**src/rtl/bike_pkg.sv**
```systemverilog
// bike_pkg: shared defaults for the bike computer odometer slice.
//   CIRC_W_DEF      default width of the circumference input (cm per revolution)
//   UNIT_CM_DEF     default number of cm in one distance unit (100 m)
//   DIST_W_DEF      default width of the trip/total distance counters
//   LOCKOUT_CYC_DEF default reed lockout length in clock cycles
//   cm_width()      bits needed for the cm remainder, which must hold UNIT_CM-1 + 2**CIRC_W-1
//   CM_W_DEF        cm_width() applied to the defaults
package bike_pkg;

    localparam int CIRC_W_DEF      = 32'sd8;
    localparam int UNIT_CM_DEF     = 32'sd10000;
    localparam int DIST_W_DEF      = 32'sd14;
    localparam int LOCKOUT_CYC_DEF = 32'sd20;

    // The largest transient remainder is (UNIT_CM-1) + (2**circ_w - 1), so the width
    // must represent UNIT_CM + 2**circ_w - 2, i.e. clog2(UNIT_CM + 2**circ_w - 1).
    function automatic int cm_width(input int unit_cm, input int circ_w);
        return $clog2(unit_cm + (32'sd1 << circ_w) - 32'sd1);
    endfunction

    localparam int CM_W_DEF = cm_width(UNIT_CM_DEF, CIRC_W_DEF);

endpackage

```
**src/rtl/odometer_counter_reed.sv**
```systemverilog
// reed_conditioner: turns the raw, asynchronous reed contact into one clean pulse per
// accepted wheel revolution.
//   clock    in   system clock
//   reset    in   synchronous, active-high; clears synchroniser, edge history and lockout
//   reed     in   raw reed contact (asynchronous)
//   pulse_o  out  one-cycle pulse per accepted rising edge
// A rising edge is accepted only while the lockout counter is idle; acceptance reloads the
// lockout with LOCKOUT_CYC and edges seen while it counts down are dropped, not queued.
module reed_conditioner #(
    parameter int LOCKOUT_CYC = 32'sd20
) (
    input  logic clock,
    input  logic reset,
    input  logic reed,
    output logic pulse_o
);

    localparam int LK_W = ($clog2(LOCKOUT_CYC + 32'sd1) < 32'sd1) ? 32'sd1
                                                                  : $clog2(LOCKOUT_CYC + 32'sd1);
    localparam logic [LK_W-1:0] LK_LOAD = LK_W'(LOCKOUT_CYC);
    localparam logic [LK_W-1:0] LK_ZERO = {LK_W{1'b0}};
    localparam logic [LK_W-1:0] LK_ONE  = LK_W'(1'b1);

    logic            sync1_r;
    logic            sync2_r;
    logic            prev_r;
    logic [LK_W-1:0] lockout_r;
    logic            edge_s;
    logic            accept_s;

    // Two-flop synchroniser followed by one flop of history for edge detection.
    always_ff @(posedge clock) begin
        if (reset) begin
            sync1_r <= 1'b0;
            sync2_r <= 1'b0;
            prev_r  <= 1'b0;
        end else begin
            sync1_r <= reed;
            sync2_r <= sync1_r;
            prev_r  <= sync2_r;
        end
    end

    // Rising edge on the synchronised contact, gated by an idle lockout.
    always_comb begin
        edge_s   = sync2_r & ~prev_r;
        accept_s = edge_s & (lockout_r == LK_ZERO);
    end

    // Lockout: reload on acceptance, otherwise count down to zero and rest there.
    always_ff @(posedge clock) begin
        if (reset) begin
            lockout_r <= LK_ZERO;
        end else if (accept_s) begin
            lockout_r <= LK_LOAD;
        end else if (lockout_r != LK_ZERO) begin
            lockout_r <= lockout_r - LK_ONE;
        end else begin
            lockout_r <= lockout_r;
        end
    end

    assign pulse_o = accept_s;

endmodule

```
**src/rtl/odometer_counter.sv**
```systemverilog
// odometer_counter: wheel-revolution odometer. Adds the wheel circumference to a cm
// remainder on every accepted reed pulse and converts whole units into trip/total counts.
//   clock       in   system clock
//   reset       in   synchronous, active-high; clears every output and the conditioner
//   reed        in   raw reed contact (asynchronous)
//   circ        in   wheel circumference in cm, sampled on the accumulate edge
//   enable      in   0 = accepted pulses are discarded (lockout still runs)
//   trip_clear  in   one-cycle request to clear trip and trip_ovf (wins over an increment)
//   trip        out  clearable distance in units
//   total       out  non-clearable distance in units
//   centimeters out  remainder cm toward the next unit (0..UNIT_CM-1)
//   unit_tick   out  one-cycle pulse accompanying each unit increment
//   trip_ovf    out  sticky trip overflow
//   total_ovf   out  sticky total overflow, cleared by reset only
// Because UNIT_CM >= 2**CIRC_W, one pulse can complete at most one unit, so a single
// subtraction keeps the remainder exact.
module odometer_counter
    import bike_pkg::*;
#(
    parameter int CIRC_W      = CIRC_W_DEF,
    parameter int UNIT_CM     = UNIT_CM_DEF,
    parameter int DIST_W      = DIST_W_DEF,
    parameter int CM_W        = CM_W_DEF,
    parameter int LOCKOUT_CYC = LOCKOUT_CYC_DEF,
    parameter int SATURATE    = 32'sd1
) (
    input  logic              clock,
    input  logic              reset,
    input  logic              reed,
    input  logic [CIRC_W-1:0] circ,
    input  logic              enable,
    input  logic              trip_clear,
    output logic [DIST_W-1:0] trip,
    output logic [DIST_W-1:0] total,
    output logic [CM_W-1:0]   centimeters,
    output logic              unit_tick,
    output logic              trip_ovf,
    output logic              total_ovf
);

    // Parameter sanity: a pulse must never complete more than one unit, and the remainder
    // must be wide enough for the pre-subtraction sum.
    if (UNIT_CM < (32'sd1 << CIRC_W)) begin : g_bad_unit_cm
        $error("odometer_counter: UNIT_CM must be >= 2**CIRC_W");
    end
    if (CM_W < cm_width(UNIT_CM, CIRC_W)) begin : g_bad_cm_w
        $error("odometer_counter: CM_W too narrow for UNIT_CM-1 + 2**CIRC_W-1");
    end

    localparam logic [CM_W:0]     UNIT_S    = (CM_W+1)'(UNIT_CM);
    localparam logic [DIST_W-1:0] DIST_ONES = {DIST_W{1'b1}};
    localparam logic [DIST_W-1:0] DIST_ZERO = {DIST_W{1'b0}};
    localparam logic [DIST_W-1:0] DIST_ONE  = DIST_W'(1'b1);

    // Next value of a distance counter on increment, with the overflow flag in the MSB.
    function automatic logic [DIST_W:0] bump(input logic [DIST_W-1:0] cnt);
        if (cnt == DIST_ONES) begin
            return {1'b1, (SATURATE != 32'sd0) ? DIST_ONES : DIST_ZERO};
        end else begin
            return {1'b0, cnt + DIST_ONE};
        end
    endfunction

    logic              pulse_s;
    logic              acc_s;
    logic              unit_s;
    logic [CM_W:0]     sum_s;
    logic [CM_W-1:0]   cm_next_s;
    logic [DIST_W:0]   trip_bump_s;
    logic [DIST_W:0]   total_bump_s;

    reed_conditioner #(
        .LOCKOUT_CYC (LOCKOUT_CYC)
    ) u_reed (
        .clock   (clock),
        .reset   (reset),
        .reed    (reed),
        .pulse_o (pulse_s)
    );

    // Accumulate circumference and decide whether a whole unit was completed.
    always_comb begin
        sum_s  = (CM_W+1)'(centimeters) + (CM_W+1)'(circ);
        acc_s  = pulse_s & enable;
        unit_s = acc_s & (sum_s >= UNIT_S);
        if (!acc_s) begin
            cm_next_s = centimeters;
        end else if (unit_s) begin
            cm_next_s = CM_W'(sum_s - UNIT_S);
        end else begin
            cm_next_s = CM_W'(sum_s);
        end
        trip_bump_s  = bump(trip);
        total_bump_s = bump(total);
    end

    // Remainder register and unit tick.
    always_ff @(posedge clock) begin
        if (reset) begin
            centimeters <= {CM_W{1'b0}};
            unit_tick   <= 1'b0;
        end else begin
            centimeters <= cm_next_s;
            unit_tick   <= unit_s;
        end
    end

    // Total counter: only reset clears it or its overflow flag.
    always_ff @(posedge clock) begin
        if (reset) begin
            total     <= DIST_ZERO;
            total_ovf <= 1'b0;
        end else if (unit_s) begin
            total     <= total_bump_s[DIST_W-1:0];
            total_ovf <= total_ovf | total_bump_s[DIST_W];
        end else begin
            total     <= total;
            total_ovf <= total_ovf;
        end
    end

    // Trip counter: a clear request beats a coincident increment.
    always_ff @(posedge clock) begin
        if (reset) begin
            trip     <= DIST_ZERO;
            trip_ovf <= 1'b0;
        end else if (trip_clear) begin
            trip     <= DIST_ZERO;
            trip_ovf <= 1'b0;
        end else if (unit_s) begin
            trip     <= trip_bump_s[DIST_W-1:0];
            trip_ovf <= trip_ovf | trip_bump_s[DIST_W];
        end else begin
            trip     <= trip;
            trip_ovf <= trip_ovf;
        end
    end

endmodule

```
**config.mk**
```make
export PLATFORM = sky130hd
export DESIGN_NAME = odometer_counter
export DESIGN_NICKNAME = d
export VERILOG_FILES = /design/src/rtl/bike_pkg.sv /design/src/rtl/odometer_counter_reed.sv /design/src/rtl/odometer_counter.sv
export SDC_FILE = /design/constraint.sdc
export NUM_CORES = 1
export LEC_CHECK = 0
export CAP_MARGIN = 10
export CORE_MARGIN = 4
export CORE_UTILIZATION = 48
export CTS_CLUSTER_DIAMETER = 30
export DETAILED_ROUTE_END_ITERATION = 8
export PLACE_DENSITY = 0.83
export SLEW_MARGIN = 20
export SYNTH_ARGS = -nofsm -noshare
export SYNTH_HDL_FRONTEND = slang
export SYNTH_SLANG_ARGS = --single-unit
```
**constraint.sdc**
```tcl
create_clock -name clock -period 3.5 [get_ports clock]
set_clock_uncertainty 0.1 [all_clocks]
set_input_delay 0.35 -clock clock [delete_from_list [all_inputs] [get_ports clock]]
set_output_delay 0.35 -clock clock [all_outputs]
set_load 0.02 [all_outputs]
```
## Word-level counts from Yosys, hierarchy flattened

Cells that the tools add are included.

| cells by class | value |
|---|---|
| $lt $le $gt $ge | 1 |
| add/subtract/negate cells | 5 |
| $mul | 0 |
| bitwise logic cells | 7 |
| divide/modulo/power cells | 0 |
| multiplexer cells | 5 |
| eq/ne operators | 2 |
| shifts and indexed selects | 0 |
| reduce and logical (&&, ||, !) cells | 5 |

Operator list:

| operator | count |
|---|---|
| $mux W15 | 2 |
| $add A14 B1 Y14 const B | 2 |
| $eq A14 B14 Y1 const B | 2 |
| $add A14 B8 Y15 | 1 |
| $ge A15 B14 Y1 const B | 1 |
| $mux W14 | 1 |
| $sub A14 B14 Y14 const B | 1 |
| $mux W5 | 2 |
| $logic_not A5 Y1 | 1 |
| $reduce_bool A5 Y1 | 1 |
| $sub A5 B1 Y5 const B | 1 |
| $and A1 B1 Y1 | 4 |
| $reduce_or A2 Y1 | 2 |
| $or A1 B1 Y1 | 2 |
| $reduce_bool A2 Y1 | 1 |
| $not A1 Y1 | 1 |

| storage, ports and cells | value |
|---|---|
| output and inout bits | 45 |
| input port bits | 13 |
| memories | 0 |
| flip-flop bits (word level) | 53 |
| memory bits (writable) | 0 |
| latch bits | 0 |
| memory bits (read-only) | 0 |
| word-level logic and storage cells | 36 |

## Depth between registers and ports, before layout

| depth | value |
|---|---|
| depth in word-level cells | 6 |
| depth in mapped cells | 15 |
| depth with buffers taken out | 13 |

## By module

Synthesis repeated with hierarchy kept, for this count alone.

| unflattened totals | value |
|---|---|
| cell total of the unflattened synthesis | 407 |
| area total of the unflattened synthesis | 3,423.3 um^2 |

By module, submodules not included:

| module | seq. area each (um^2) | area each (um^2) | cells an instance | times used |
|---|---|---|---|---|
| odometer_counter | 900.9 | 3,088.0 | 372 | 1 |
| reed_conditioner | 160.2 | 335.3 | 35 | 1 |

## Least setup slack after synthesis

No wires, ideal clock.

| timing path | value |
|---|---|
| kind | reg2reg |
| start | register centimeters[0] |
| end | register centimeters[10] |
| required time | 3,279 ps |
| path slack | -148 ps |
| library setup time | 121 ps |
| path buffers | 0 |
| period minus slack after synthesis | 3,648 ps |
| data arrival time | 3,427 ps |
| cell stages (with the launch flop) | 14 |
| cell sequence | dfxtp_1 -> ha_1 -> fa_1 -> a211oi_2 -> nor2_1 -> xor2_1 -> ha_1 -> nand3_1 -> nor3b_1 -> o311ai_4 -> a211oi_1 -> o21ai_0 -> a31oi_1 -> mux2_2 |

| on the way | value |
|---|---|
| longest elaborated chain between the ends | 4 |
| elaborated cells between the ends (all ways) | 5 |
| classes of those cells | add/sub: 2; order compare: 1; mux: 1; bitwise: 1 |

Ends and longest elaborated chain:

| element | RTL line | RTL |
|---|---|---|
| from (decl) | odometer_counter.sv:35 | `output logic [CM_W-1:0] centimeters,` |
| from (signal assigned) | odometer_counter.sv:100 | `centimeters <= {CM_W{1'b0}};` |
| from (signal assigned) | odometer_counter.sv:103 | `centimeters <= cm_next_s;` |
| $add A14 B8 Y15 (*) | odometer_counter.sv:83 | `sum_s = (CM_W+1)'(centimeters) + (CM_W+1)'(circ);` |
| $ge A15 B14 Y1 | odometer_counter.sv:85 | `unit_s = acc_s & (sum_s >= UNIT_S);` |
| $and A1 B1 Y1 | odometer_counter.sv:85 |  |
| $mux W14 (*) | odometer_counter.sv:88 | `end else if (unit_s) begin` |

Every way passes the cells marked *; elsewhere a longest branch is shown, timed or not.
A chain may end at the register's enable or synchronous reset.

## Final worst setup path

| timing path | value |
|---|---|
| start | register centimeters[0] |
| end | register trip[13] |

| on the way | value |
|---|---|
| longest elaborated chain between the ends | 3 |

Ends and longest elaborated chain:

| element | RTL line | RTL |
|---|---|---|
| $add A14 B8 Y15 | odometer_counter.sv:83 |  |
| $ge A15 B14 Y1 | odometer_counter.sv:85 |  |
| $and A1 B1 Y1 | odometer_counter.sv:85 |  |
| to (signal assigned) | odometer_counter.sv:131 | `trip <= trip_bump_s[DIST_W-1:0];` |
| to (signal assigned) | odometer_counter.sv:134 | `trip <= trip;` |
| to (decl) | odometer_counter.sv:33 | `output logic [DIST_W-1:0] trip,` |

Every way passes these cells.

==> results.py <==
metrics = {
    "flow_run": {
        "max-cap-violations": 0,
    },
    "synthesis": {
        "syn_inst": 401,
        "async_flop_share_pct": 0,
        "syn_area_um2": 3236,
        "avgSynthCellArea_um2": 8.069,
        "synth_commonest_cells": "53 x dfxtp_1, 47 x nor2_1, 31 x nand2_1, 30 x a21oi_1, 18 x nand3_1",
        "yosysWarningCount": 0,
        "synth_top_area_share_pct": 32.79,
        "ys_seq_area_share_pct": 32.79,
        "ys_seq_elements": 53,
        "ys_types": 58,
        "yosysTopAreaCell": "dfxtp_1",
        "synth.most_common_cell": "dfxtp_1",
        "syn-num-nets": 428,
        "ys_top_cells_by_area": "dfxtp_1 33%, nor2_1 5.5%, ha_1 5.0%",
        "synth_ff_type": "dfxtp_1",
        "synth_edf_count": 0,
    },
    "cells_and_area": {
        "nNetsFinal": 532,
        "antenna_cells": 0,
        "drive_gt1_share_pct": 20.95,
        "layout.cells.non_filler": 583,
        "syn_to_final_growth_pct": 40.33,
        "nFillCells": 483,
    },
    "critical_path": {
        "cp_slowest_cell": "o311ai_4",
        "cp-start-kind": "flop",
        "critical_path_depth": 13,
        "critPathTopFamily": "compound AO/OA/AOI/OAI gates",
        "worst_ep_required_time_ns": 3.64,
        "critical_path_peak_fanout": 6,
        "reg2reg_depth": 13,
        "crit_chain": "ha_2, fa_2, a211oi_4, buf_4, nor3_1, nor3_1, o21ai_0, o311ai_4, a211oi_4, buf_6, and3_4, and4_1, a211oi_2",
        "crit_type": "reg -> reg",
        "worst_setup_path_end_kind": "flop",
        "critPathBufInv": 2,
        "slowest_delay_ns": 0.45,
        "cp.arrival_ns": 3.55,
    },
    "detailed_routing": {
        "num_vias": 3522,
        "viasPerCell": 6.041,
        "postRouteAntennaNets": 0,
        "wire_per_inst_um": 16.78,
        "finalWirelength_mm": 9.784,
        "firstDrtPassIters": 6,
        "drc": 0,
        "initialDrtViolationCount": 310,
    },
    "min_path": {
        "hold_depth": 1,
        "worst_hold_path_type": "reg -> reg",
    },
    "clock_tree": {
        "cts.sinks": 53,
        "cts_root_buf": "clkbuf_8",
        "cts_buffer_depth": 2,
        "numCtsBuffers": 5,
        "cts_htree_levels": 2,
        "insertion_delay_ns": 0.32,
        "cts_tree": "built",
        "holdBufCountCts": 0,
        "clk_pin_slew_ns": 0.10,
    },
    "sta": {
        "maxSlewHeadroom_pct": 55.13,
        "finalCriticalPeriod_ns": 3.408,
        "setup_violations": 0,
        "finalHoldViolations": 0,
        "timing.final.crit_share_pct": 97.38,
        "max_freq_mhz": 293.4,
        "worst_slew_pin_slew_ns": 0.6710,
        "slew_violations": 0,
    },
    "pwr": {
        "finalPower_mw": 1.404,
        "ir_drop_mv": 0.2022,
        "p_leak_nw": 1.722,
        "p_per_area_nw_per_um2": 309.2,
    },
    "global_route": {
        "grt_max_degree": 28,
        "antenna_found_initial": 0,
        "grt_util_all_layers_pct": 22.62,
        "grt_pass1_vias": 3364,
        "grt_pass1_wl_mm": 15.59,
        "grt_overflow": 0,
    },
    "placed_design": {
        "placed_cells": 563,
        "gp_congestion": 0.9308,
        "io_buffers": 57,
        "hpwl_mm": 6.585,
    },
    "die": {
        "pin_count": 58,
        "core-area_um2": 6459,
        "die_area_um2": 8118,
        "rows": 29,
        "die_h_um": 90.10,
        "die_w_um": 90.10,
        "start_util_pct": 50.10,
    },
    "status": {
        "status": "finished, final reports clean",
    },
}
-- area by class of cell --
type	count	area [um2]	area share, %
sequential	53	1066	23.48
tap	77	96.34	2.122
clock inverter	3	26.28	0.5787
clock buffer	5	68.82	1.516
inverter	9	33.78	0.7440
timing repair buffer	116	1032	22.73
multi-input combinational	320	2217	48.83
-- placed cells by master, fill, tap and decap left out, types with 6 or more instances in the layout --
cell,instances
buf_4,54
clkdlybuf4s50_1,53
nand2b_1,6
and3_1,9
dfxtp_1,49
inv_1,9
a311oi_1,6
nor2b_1,10
mux2i_1,10
a31oi_1,9
a211oi_1,13
nand3_1,17
xnor2_1,8
nor2_1,46
o21ai_0,14
nor3_1,14
nand4_1,11
a21oi_1,30
ha_1,9
nand2_1,31
-- per-layer routing --
metal | up-vias | wire length [um] | GRT usage (%)
li1 | 1688 | - | -
met1 | 1671 | 3961 | 27.57
met2 | 145 | 5081 | 40.95
met3 | 18 | 559 | 3.422
met4 | 0 | 180 | 6.633
met5 | - | 0 | 0
-- cell families (layout without fill, tap and decap cells) --
group           Yosys count  in the layout  synth area share, %
compound gates          106            106                23.16
xor+xnor                 11             11                2.978
fa+ha+maj                14             14                5.646
buf+inv                  28            133                3.750
flops                    53             53                32.79
mux                      12             12                3.790
simple gates            177            177                27.88
-- per-stage QoR --
stage | instance area, um2 | utilization, % | TNS (ns) | worst slack, ns | hold slack [ns]
floorplan | 3252 | - | 0 | 0.01589 | 0.3138
global placement | 4184 | 64.78 | -12.07 | -0.4092 | 0.3244
detailed placement | 4184 | 64.78 | -17.43 | -0.5599 | 0.3248
CTS | 4431 | 68.60 | 0 | 0.003969 | 0.3583
global route | 4541 | 70.30 | -0.2819 | -0.04438 | 0.3676
finish | 4541 | 70.30 | 0 | 0.09160 | 0.3513
-- registers in the layout, indices dropped and copies added, names as in the netlist --
| name | count |
|---|---|
| total_ovf | 1 |
| unit_tick | 1 |
| trip_ovf | 1 |
| centimeters | 14 |
| u_reed.prev_r | 1 |
| trip | 14 |
| u_reed.sync2_r | 1 |
| u_reed.lockout_r | 5 |
| u_reed.sync1_r | 1 |
| total | 14 |
-- where the power goes --
group	switching [mW]	leakage (nW)	internal [mW]
registers	0.0213	0.430	0.628
clock network	0.224	0.0423	0.146
logic	0.199	1.25	0.185
total	0.445	1.72	0.959
-- worst reg2reg max path: stages, from the launching register on --
cell      delay [ns]
dfxtp_2         0.35
ha_2            0.18
fa_2            0.37
a211oi_4        0.27
buf_4           0.18
nor3_1          0.06
nor3_1          0.24
o21ai_0         0.25
o311ai_4        0.45
a211oi_4        0.13
buf_6           0.16
and3_4          0.16
and4_1          0.20
a211oi_2        0.23
-- timing repair --
item / CTS / global route
pin swaps: 14 / 15
buffers inserted: 6 / 4
cloned: 2 / 0
setup endpoints to repair: 36 / 39
resized for setup: 20 / 20
-- path summary, 6_finish.rpt --
kind	start	end	slack, ns
setup / recovery	centimeters[0]	trip[13]	0.09
hold / removal	u_reed.sync1_r	u_reed.sync2_r	0.35
setup reg to reg	centimeters[0]	trip[13]	0.09
hold reg to reg	u_reed.sync1_r	u_reed.sync2_r	0.35
No activity file was read; power rests on OpenSTA's default activity.
